$ cat config.mk
export PLATFORM = sky130hd
export DESIGN_NAME = serial_subtractor
export DESIGN_NICKNAME = d
export VERILOG_FILES = /design/src/rtl/serial_subtractor.sv
export SDC_FILE = /design/constraint.sdc
export NUM_CORES = 1
export LEC_CHECK = 0
export CAP_MARGIN = 20
export CORE_MARGIN = 10
export CORE_UTILIZATION = 40
export CTS_CLUSTER_DIAMETER = 50
export DETAILED_ROUTE_END_ITERATION = 8
export PLACE_DENSITY = 0.65
export SYNTH_ARGS = -nofsm -noshare
export SYNTH_HDL_FRONTEND = slang
export SYNTH_SLANG_ARGS = --single-unit
$ cat constraint.sdc
create_clock -name clk -period 1.8 [get_ports clk]
set_clock_uncertainty 0.2 [all_clocks]
set_input_delay 0.36 -clock clk [delete_from_list [all_inputs] [get_ports clk]]
set_output_delay 0.36 -clock clk [all_outputs]
set_load 0.01 [all_outputs]
$ cat src/rtl/serial_subtractor.sv
// Bit-serial unsigned subtractor D = A - B (mod 2^WIDTH), BOUT = borrow (A < B), LSB first.
// Latency WIDTH+1 cycles from accepted start to the done pulse; start is ignored while busy.
module serial_subtractor #(
    parameter int WIDTH = 8
) (
    input  logic             clk,
    input  logic             rst,
    input  logic             start,
    input  logic [WIDTH-1:0] A,
    input  logic [WIDTH-1:0] B,
    output logic [WIDTH-1:0] D,
    output logic             BOUT,
    output logic             busy,
    output logic             done
);

    localparam int CW = $clog2(WIDTH);

    typedef enum logic [1:0] {
        IDLE,
        RUN,
        DONE
    } state_t;

    state_t state, next_state;

    logic [WIDTH-1:0] a_sh;
    logic [WIDTH-1:0] b_sh;
    logic [WIDTH-2:0] res_sh;
    logic [CW-1:0]    cnt;
    logic             br;

    logic             a0;
    logic             b0;
    logic             dbit;
    logic             br_next;
    logic             last;
    logic [WIDTH-1:0] res_next;

    assign a0       = a_sh[0];
    assign b0       = b_sh[0];
    assign dbit     = a0 ^ b0 ^ br;
    assign br_next  = (~a0 & b0) | (~(a0 ^ b0) & br);
    assign last     = (cnt == CW'(WIDTH - 1));
    // res_sh keeps only the WIDTH-1 most recent bits; the full word is formed on the final bit.
    assign res_next = {dbit, res_sh};

    always_ff @(posedge clk) begin
        if (rst) begin
            state <= IDLE;
        end else begin
            state <= next_state;
        end
    end

    always_comb begin
        next_state = state;
        busy       = 1'b0;
        done       = 1'b0;
        case (state)
            IDLE: begin
                if (start) begin
                    next_state = RUN;
                end
            end
            RUN: begin
                busy = 1'b1;
                if (last) begin
                    next_state = DONE;
                end
            end
            DONE: begin
                busy       = 1'b1;
                done       = 1'b1;
                next_state = IDLE;
            end
            default: next_state = IDLE;
        endcase
    end

    always_ff @(posedge clk) begin
        if (rst) begin
            a_sh   <= '0;
            b_sh   <= '0;
            res_sh <= '0;
            cnt    <= '0;
            br     <= 1'b0;
            D      <= '0;
            BOUT   <= 1'b0;
        end else begin
            case (state)
                IDLE: begin
                    if (start) begin
                        a_sh <= A;
                        b_sh <= B;
                        br   <= 1'b0;
                        cnt  <= '0;
                    end
                end
                RUN: begin
                    a_sh   <= a_sh >> 1;
                    b_sh   <= b_sh >> 1;
                    br     <= br_next;
                    cnt    <= cnt + 1'b1;
                    res_sh <= res_next[WIDTH-1:1];
                    // Outputs are only updated on the final bit so they hold stable between results.
                    if (last) begin
                        D    <= res_next;
                        BOUT <= br_next;
                    end
                end
                default: ;
            endcase
        end
    end

endmodule

==> results.json <==
{
  "grt_pass1_wl_um": 6010,
  "fin_util": 0.538,
  "grt_usage": 0.101,
  "final_max_slew_viol_count": 0,
  "worstPathRequired_ns": 1.24,
  "die_x_um": 85.8,
  "core_um2": 4090,
  "cp-end-kind": "output pin",
  "fin_crit_sh": 0.963,
  "mostFrequentLayoutCells": "dfxtp_1 (38), clkdlybuf4s50_1 (27), mux2i_1 (22)",
  "h-tree-depth": 2,
  "rsz0062_at_grt": "false",
  "first_iter_violations": 50,
  "grt_overflow_total": 0,
  "route.detailed.drc": 0,
  "viasPerCell": 5.09,
  "outcome": "completed",
  "gp_congestion": 0.721,
  "firstDrtPassIters": 4,
  "numPortBuffers": 29,
  "ys_seq_elements": 38,
  "cts_hold_buf": 0,
  "avgSynthCellArea_um2": 10.2,
  "hp-class": "reg -> reg",
  "criticalPathCategory": "reg -> out",
  "slowest_delay_ns": 0.31,
  "antennaDiodeCount": 0,
  "post-cts-setup-buffers": 0,
  "slowest_stage": "dfxtp_1",
  "grt_antenna_before_repair": 0,
  "maxCapViolations": 0,
  "design.die.area_um2": 7360,
  "cts-root-buf": "clkbuf_8",
  "start_util": 0.424,
  "cts_made_buffers": 5,
  "crit_fanout": 2,
  "hold_violations": 0,
  "clock_latency_ns": 0.29,
  "max_clock_freq_ghz": 0.577,
  "cts_max_path_buffers": 2,
  "critPathTopFamily": "buffers and inverters",
  "fin_nets": 226,
  "peakVddDrop_uv": 507,
  "crit_chain": "buf_4 > ha_1 > dlygate4sd2_1",
  "synth_cells": 170,
  "r2r_setup_slack_ns": 0.12,
  "pin_count": 30,
  "synthDistinctLibCells": 24,
  "path_clk_slew_ns": 0.08,
  "setup_viol": 0,
  "vias": 1282,
  "cp.arrival_ns": 1.17,
  "powerDensity_nw_per_um2": 976,
  "post-route-min-period_ns": 1.73,
  "relSlewSlack": 0.809,
  "fin_ws_ns": 0.0668,
  "synth_nets": 195,
  "grt_pass1_vias": 1316,
  "p_leak_nw": 0.819,
  "hpwl_um": 2550,
  "num_rows": 23,
  "cts_sinks": 38,
  "drt-total-wl_um": 3730,
  "yosysWarnings": 0,
  "synth_area_um2": 1730,
  "grt_max_degree": 39,
  "tritoncts": "yes",
  "final_common_cell": "dfxtp_1",
  "wire_per_inst_um": 14.8,
  "drtAntennaViolNets": 0,
  "pre_cts_ws_ns": -0.131,
  "area_delta_synth_final_pct": 27.0,
  "worst-path-buf-inv": 2,
  "drive_above_1_share": 0.213,
  "ys_seq_area_frac": 0.439,
  "worstMarginPinSlew_ns": 0.287,
  "worst_setup_path_start_kind": "flop",
  "die-height_um": 85.8
}
## Yosys cell counts
cell type	number	area (um2)
dfxtp_1	38	761
mux2i_1	22	220
nand2_1	20	75.1
nor2_1	15	56.3
a211oi_2	14	175
a21oi_1	13	65.1
nor2_2	10	62.6
inv_1	6	22.5
ha_1	5	62.6
a32oi_1	3	26.3
buf_2	3	15.0
buf_6	3	33.8
clkbuf_1	3	11.3
nand3b_1	3	22.5
a211oi_1	2	15.0
nand2b_1	2	12.5
and2_1	1	6.26
buf_12	1	20.0
buf_4	1	7.51
buf_8	1	15.0
fa_1	1	20.0
mux2_4	1	15.0
nor2b_1	1	6.26
nor3_1	1	5.00
## layout make-up
cell class / instances / area [um2]
Fill cell: 373 / 1890
Tap cell: 50 / 62.6
Sequential cell: 38 / 761
Multi-Input combinational cell: 115 / 865
Inverter: 6 / 22.5
Timing Repair Buffer: 35 / 345
Clock inverter: 2 / 60.1
Clock buffer: 6 / 82.6
## report_power, final
part           total (mW)  internal, mW  switching (mW)
registers           0.919         0.889          0.0308
logic               0.341         0.165           0.176
clock network       0.884         0.591           0.293
total                2.14          1.64           0.501
## path summary, 6_finish.rpt
path / start / endpoint / depth (start not counted)
max: state[1] / done / 3
min: D[2] / D[2] / 2
max reg2reg: state[0] / a_sh[3] / 5
min reg2reg: D[2] / D[2] / 2
## cell families after synthesis
kind of cell | synth area share
buffers and inverters | 0.0722
DFF | 0.439
adders and majority gates | 0.0477
AOI/OAI and AO/OA | 0.163
and+or+nand+nor | 0.142
muxes | 0.136
## flip-flops by register name, indices dropped and copies added, names as in the netlist
name    cells
cnt         3
res_sh      7
a_sh        8
b_sh        8
state       2
BOUT        1
br          1
D           8
## worst register-to-register path: cells and delay by family (launching register included)
family	cells	cell delay (ns)
adder cells (fa/ha/maj)	1	0.32
buffers and inverters	1	0.08
AND/OR/NAND/NOR	1	0.16
AO/OA/AOI/OAI	1	0.06
multiplexers	1	0.44
flip-flops	1	0.31
## per-layer routing
layer,track usage,part of all wire,up-vias
met1,0.112,0.46,608
met2,0.169,0.49,22
li1,-,-,650
met3,0.0369,0.050,2
met5,0,0,-
met4,0.0449,0.0019,0
## metrics by stage
step	power (mW)	TNS (ns)	std cells	hold WS, ns	area [um2]
6_report	2.14	0	252	0.255	2200
3_5_place_dp	1.27	-1.43	243	0.248	2040
2_1_floorplan	1.20	0	170	0.231	1730
5_1_grt	2.24	0	252	0.283	2200
4_1_cts	2.16	0	251	0.259	2180
3_3_place_gp	1.26	-0.578	243	0.240	2040
## what timing repair did
item | CTS | global route
resized for setup | 3 | 5
endpoints found under the setup margin | 2 | 14
cloned | 0 | 1
No activity file was read; power rests on OpenSTA's default activity.
